[src/rtl/sm3_pkg.sv]
// Shared SM3 constants, word type and rotate helper.
// Latency: n/a (package).
// Backpressure: n/a (package).
package sm3_pkg;

    localparam int unsigned SM3_W     = 32;
    localparam int unsigned SM3_J_W   = 7;
    localparam int unsigned SM3_J_MAX = 63;
    // Rounds below this index use T0, the rest use T1.
    localparam int unsigned SM3_J_T1  = 16;

    typedef logic [SM3_W-1:0] sm3_word_t;

    localparam sm3_word_t SM3_T0 = 32'h79CC4519;
    localparam sm3_word_t SM3_T1 = 32'h7A879D8A;

    // 32-bit left rotate; amounts are taken modulo the word width.
    function automatic sm3_word_t rotl(input sm3_word_t w, input int unsigned amt);
        int unsigned s;
        s = amt % SM3_W;
        if (s == 0) begin
            return w;
        end
        return (w << s) | (w >> (SM3_W - s));
    endfunction

endpackage

[src/rtl/sm3_tj_gen.sv]
// SM3 round constant generator: tj_rot = Tj <<< (j mod WIDTH), Tj = T0 for j<16 else T1.
// Latency: purely combinational, zero cycles.
// Backpressure: none; no handshake, output follows j.
// Ports: j (round index), tj_rot (rotated round constant).
module sm3_tj_gen
    import sm3_pkg::*;
#(
    parameter int unsigned           WIDTH = SM3_W,
    parameter logic [WIDTH-1:0]      T0    = WIDTH'(SM3_T0),
    parameter logic [WIDTH-1:0]      T1    = WIDTH'(SM3_T1)
) (
    input  logic [SM3_J_W-1:0] j,
    output logic [WIDTH-1:0]   tj_rot
);

    // Width-generic rotate so the block can be reused with non-32-bit words.
    function automatic logic [WIDTH-1:0] rotw(input logic [WIDTH-1:0] x, input int unsigned s);
        if (s == 0) begin
            return x;
        end
        return (x << s) | (x >> (WIDTH - s));
    endfunction

    int unsigned      amt;
    logic [WIDTH-1:0] tj;

    always_comb begin
        amt    = 32'(j) % WIDTH;
        tj     = (32'(j) < SM3_J_T1) ? T0 : T1;
        tj_rot = rotw(tj, amt);
    end

endmodule

[src/rtl/sm3_ss_pipe.sv]
// SM3 round helper: computes SS1 and SS2 from A, E and round index j, with tag passthrough.
// Latency: 2 cycles from accept to out_valid without backpressure; 1 result per cycle.
// Backpressure: valid/ready; in_ready = !s1_valid | s2_load, outputs held while out_ready=0.
// Ports: in_valid/in_ready/in_a/in_e/in_j/in_tag request side;
//        out_valid/out_ready/out_ss1/out_ss2/out_tag/out_err result side; clk, rst (async, high).
module sm3_ss_pipe
    import sm3_pkg::*;
#(
    parameter int unsigned           WIDTH   = SM3_W,
    parameter int unsigned           ROT_A   = 12,
    parameter int unsigned           ROT_SS1 = 7,
    parameter logic [WIDTH-1:0]      T0      = WIDTH'(SM3_T0),
    parameter logic [WIDTH-1:0]      T1      = WIDTH'(SM3_T1),
    parameter int unsigned           TAG_W   = 4
) (
    input  logic                  clk,
    input  logic                  rst,
    input  logic                  in_valid,
    output logic                  in_ready,
    input  logic [WIDTH-1:0]      in_a,
    input  logic [WIDTH-1:0]      in_e,
    input  logic [SM3_J_W-1:0]    in_j,
    input  logic [TAG_W-1:0]      in_tag,
    output logic                  out_valid,
    input  logic                  out_ready,
    output logic [WIDTH-1:0]      out_ss1,
    output logic [WIDTH-1:0]      out_ss2,
    output logic [TAG_W-1:0]      out_tag,
    output logic                  out_err
);

    function automatic logic [WIDTH-1:0] rotw(input logic [WIDTH-1:0] x, input int unsigned s);
        if (s == 0) begin
            return x;
        end
        return (x << s) | (x >> (WIDTH - s));
    endfunction

    // ---------------------------------------------------------------
    // Pipeline control
    // ---------------------------------------------------------------
    logic s1_valid;
    logic s2_valid;
    logic s2_load;
    logic s1_load;

    // S2 can take new data when empty or when its current result leaves this cycle.
    assign s2_load   = !s2_valid || out_ready;
    // S1 frees up when empty or when it moves into S2; this is the only
    // combinational path from out_ready, and nothing flows from in_valid to out_*.
    assign in_ready  = !s1_valid || s2_load;
    assign s1_load   = in_valid && in_ready;
    assign out_valid = s2_valid;

    always_ff @(posedge clk or posedge rst) begin
        if (rst) begin
            s1_valid <= 1'b0;
            s2_valid <= 1'b0;
        end else begin
            if (in_ready) begin
                s1_valid <= in_valid;
            end
            if (s2_load) begin
                s2_valid <= s1_valid;
            end
        end
    end

    // ---------------------------------------------------------------
    // Stage 1: rotate A, fetch rotated Tj, three-way sum
    // ---------------------------------------------------------------
    logic [WIDTH-1:0] in_arot;
    logic [WIDTH-1:0] in_trot;
    logic [WIDTH-1:0] in_sum;
    logic             in_err;

    sm3_tj_gen #(
        .WIDTH (WIDTH),
        .T0    (T0),
        .T1    (T1)
    ) u_tj_gen (
        .j      (in_j),
        .tj_rot (in_trot)
    );

    assign in_arot = rotw(in_a, ROT_A);
    // Carries out of the word are dropped: addition is modulo 2^WIDTH.
    assign in_sum  = in_arot + in_e + in_trot;
    assign in_err  = (32'(in_j) > SM3_J_MAX);

    logic [WIDTH-1:0] s1_arot;
    logic [WIDTH-1:0] s1_sum;
    logic             s1_err;
    logic [TAG_W-1:0] s1_tag;

    // Stage-1 data needs no reset: it is only observed behind s1_valid.
    always_ff @(posedge clk) begin
        if (s1_load) begin
            s1_arot <= in_arot;
            s1_sum  <= in_sum;
            s1_err  <= in_err;
            s1_tag  <= in_tag;
        end
    end

    // ---------------------------------------------------------------
    // Stage 2: final rotate, XOR with rotated A, error squash
    // ---------------------------------------------------------------
    logic [WIDTH-1:0] ss1_nxt;
    logic [WIDTH-1:0] ss2_nxt;

    always_comb begin
        ss1_nxt = '0;
        ss2_nxt = '0;
        if (!s1_err) begin
            ss1_nxt = rotw(s1_sum, ROT_SS1);
            ss2_nxt = ss1_nxt ^ s1_arot;
        end
    end

    // Only load on a real S1 entry so a held result is never disturbed by bubbles.
    always_ff @(posedge clk or posedge rst) begin
        if (rst) begin
            out_ss1 <= '0;
            out_ss2 <= '0;
            out_tag <= '0;
            out_err <= 1'b0;
        end else if (s2_load && s1_valid) begin
            out_ss1 <= ss1_nxt;
            out_ss2 <= ss2_nxt;
            out_tag <= s1_tag;
            out_err <= s1_err;
        end
    end

endmodule
[config.mk]
export PLATFORM = sky130hd
export DESIGN_NAME = sm3_ss_pipe
export DESIGN_NICKNAME = d
export VERILOG_FILES = /design/src/rtl/sm3_pkg.sv /design/src/rtl/sm3_tj_gen.sv /design/src/rtl/sm3_ss_pipe.sv
export SDC_FILE = /design/constraint.sdc
export NUM_CORES = 1
export LEC_CHECK = 0
export ABC_AREA = 1
export CAP_MARGIN = 20
export CORE_MARGIN = 2
export CORE_UTILIZATION = 40
export CTS_BUF_LIST = sky130_fd_sc_hd__clkbuf_4 sky130_fd_sc_hd__clkbuf_8
export DETAILED_ROUTE_END_ITERATION = 10
export SLEW_MARGIN = 20
export SYNTH_ARGS = -nofsm -noshare
export SYNTH_HDL_FRONTEND = slang
export SYNTH_SLANG_ARGS = --single-unit
export TNS_END_PERCENT = 1
[constraint.sdc]
create_clock -name clk -period 4.7 [get_ports clk]
set_input_delay 0.705 -clock clk [delete_from_list [all_inputs] [get_ports clk]]
set_output_delay 0.705 -clock clk [all_outputs]
set_load 0.05 [all_outputs]
==> metrics.txt <==
most used cell along the critical path nand2_1; Worst setup startpoint in_j[5]; starting density of the core 41.0%; Final Net Count 1837; max-cap violation count 0; Crit path depth 25; CTS H-tree depth 4; root buffer cell clkbuf_8; count of final hold-check violations 0; post-synthesis net count 1427; status completed; Post-synth top flop dfrtp_1; initial antenna violation count 1; Post-synth ARST share 50.7%; TNS Setup 0 ps; I/O Pins 150; Hold Crit Start s1_tag[0]; Crit Path Class input pin to flip-flop; CTS buffer count 17; Synthesis Warnings 0; sequential fraction of the synthesis area 38.4%; Area contributors post-synth edfxtp_1 (21%), dfrtp_1 (18%), nand2_1 (14%); final setup fails 0; top-count cell post-synth nand2_1; Hold Crit Class flip-flop to flip-flop; Worst Tran Pin Value 1050 ps; vias per cell 5.15; Initial DRC Count 889; Tot Pwr 6.70 mW; CP Capture Point s1_sum[21]; pre-CTS setup slack -656 ps; vias in the first global route 10100; RD Place Congestion 0.972; FF+latch count, synth 140; global-route wire length before repair 56.6 mm; share of layout cells above drive strength 1 23.3%; Crit path max-delay family simple AND/OR/NAND/NOR gates; Final period util 95.0%; Worst setup EP type flip-flop; Critical Path Source Type input pin; commonest cells in the netlist nand2_1 (383), inv_1 (113), nand3_1 (109); top-area cell type share of the netlist area 20.6%; routed len/inst 18.3 um; crit path time final 4470 ps; ant diodes 0; fill count 2242; Post-synth EDFFs 69; Slew headroom 30.2%; pwr/cell area 458 nW/um2; Reg clk slew, reported paths 100 ps; Mean Syn Cell Area 7.88 um2; GRT overflow 0; Arr. time, crit path 4650 ps; Max Slew Vio Count 0; dpl cells 1986; # port buffers 149; Req. time, crit path 4880 ps; Mapped Cells 1273; R2R depth 4; worst clock skew 16.0 ps; all-layer global routing usage 28.3%; Max clock buf depth 2; f_max 224 MHz; Final WS setup 234 ps; Max Fanout on Critical Path 4; RSZ-0062 raised after global routing yes; final antenna-violating net count 0; max incr delay on CP 490 ps; Rows 57; post-DP HPWL 30.3 mm; pin count of the biggest net entering global routing 71; die height 162 um; Core ar. 24500 um2; Pre-Repair DR Iteration Count 5; cts hold-fix bufs 0; Lkg Pwr 6.94 nW; R2R Setup Slk 2710 ps; DIE WIDTH 162 um; Synth cell types 44; Die Area 26400 um2; area leader, netlist edfxtp_1; Max IR drop VDD 0.307 mV; number of non-filler instances in the completed layout 2020; Post-Syn Area 10000 um2; CP max-delay cell fa_1; # DRC 0; r2r startpoint out_valid; CP Buf/Inv Count 5; CTS tree done; Routed WL 36.9 mm; CTS Sinks 140; clk_lat worst skew 450 ps; worst hold slack 448 ps; Area Overhead vs Synth 45.6%; vias 10400; Worst R2R End s1_sum[20]
[per-layer routing]
metal	wire length (um)	track usage, %
met5	0	0
met4	1390	11.3
met3	1880	4.15
met2	17700	47.4
met1	15900	36.9
[cells in the final DEF (no fill, tap or decap), drive strengths merged, types with 7 or more instances in the layout]
master / Yosys / final
buf: 20 / 289
o21ai: 94 / 94
inv: 118 / 127
xnor2: 34 / 34
o211ai: 13 / 13
nor2: 90 / 90
edfxtp: 69 / 69
a22o: 32 / 32
or2: 7 / 7
nand3: 110 / 110
a21oi: 63 / 63
ha: 43 / 43
nand4: 9 / 9
xor2: 17 / 17
clkdlybuf4s50: 0 / 148
nand2: 385 / 385
clkbuf: 27 / 17
fa: 32 / 32
dfrtp: 71 / 71
[tightest hold or removal path: cells and delay by family (launching register included)]
family	cells	cell delay [ps]
simple gates	2	100
flops	1	330
[worst min path at each step]
stage | to | slack, ps | depth (start not counted)
3_3_place_gp | out_tag[0] | 420 | 2
5_1_grt | out_tag[2] | 510 | 2
4_1_cts | out_tag[0] | 450 | 2
6_report | out_tag[0] | 450 | 2
3_5_place_dp | out_tag[0] | 430 | 2
2_1_floorplan | out_tag[0] | 420 | 2
[sequential cells by signal, summed over array words and instances (netlist names)]
name       count
out_ss1       32
out_ss2       32
s1_valid       1
s1_tag         4
s1_arot       32
s1_sum        32
out_err        1
s1_err         1
out_valid      1
out_tag        4
[cell type report]
cell class | instances | area (um2) | area share, %
clock inverter | 15 | 189 | 1.29
inverter | 119 | 450 | 3.08
tap | 324 | 405 | 2.78
clock buffer | 17 | 234 | 1.60
timing repair buffer | 438 | 3700 | 25.3
sequential | 140 | 3850 | 26.3
multi-input combinational | 967 | 5780 | 39.6
[metrics by stage]
| stage | area (um2) | utilization (%) |
|---|---|---|
| CTS | 14400 | 58.7 |
| global route | 14600 | 59.7 |
| floorplan | 10000 | - |
| global placement | 13900 | 56.9 |
| finish | 14600 | 59.7 |
| detailed placement | 13900 | 56.9 |
[what timing repair did]
item                       4_1_cts  5_1_grt
pin swaps                        1        4
setup endpoints to repair       11       26
cloned                           0        0
gates resized for setup          6       61
buffers inserted                 0        2
[where the power goes]
part           internal (mW)  leakage [nW]  switching, mW
clock                  0.501         0.217          0.559
combinational           1.57          5.14           2.14
sequential              1.69          1.59          0.235
total                   3.76          6.94           2.93
[logic make-up after synthesis]
kind of cell,after synthesis,share of synthesized area [%]
AND/OR/NAND/NOR,609,25.0
AO/OA/AOI/OAI,232,13.9
buffers and inverters,166,6.58
adder cells (fa/ha/maj),75,11.7
XOR/XNOR,51,4.45
flip-flops,140,38.4
(Power assumes the default switching activity.)
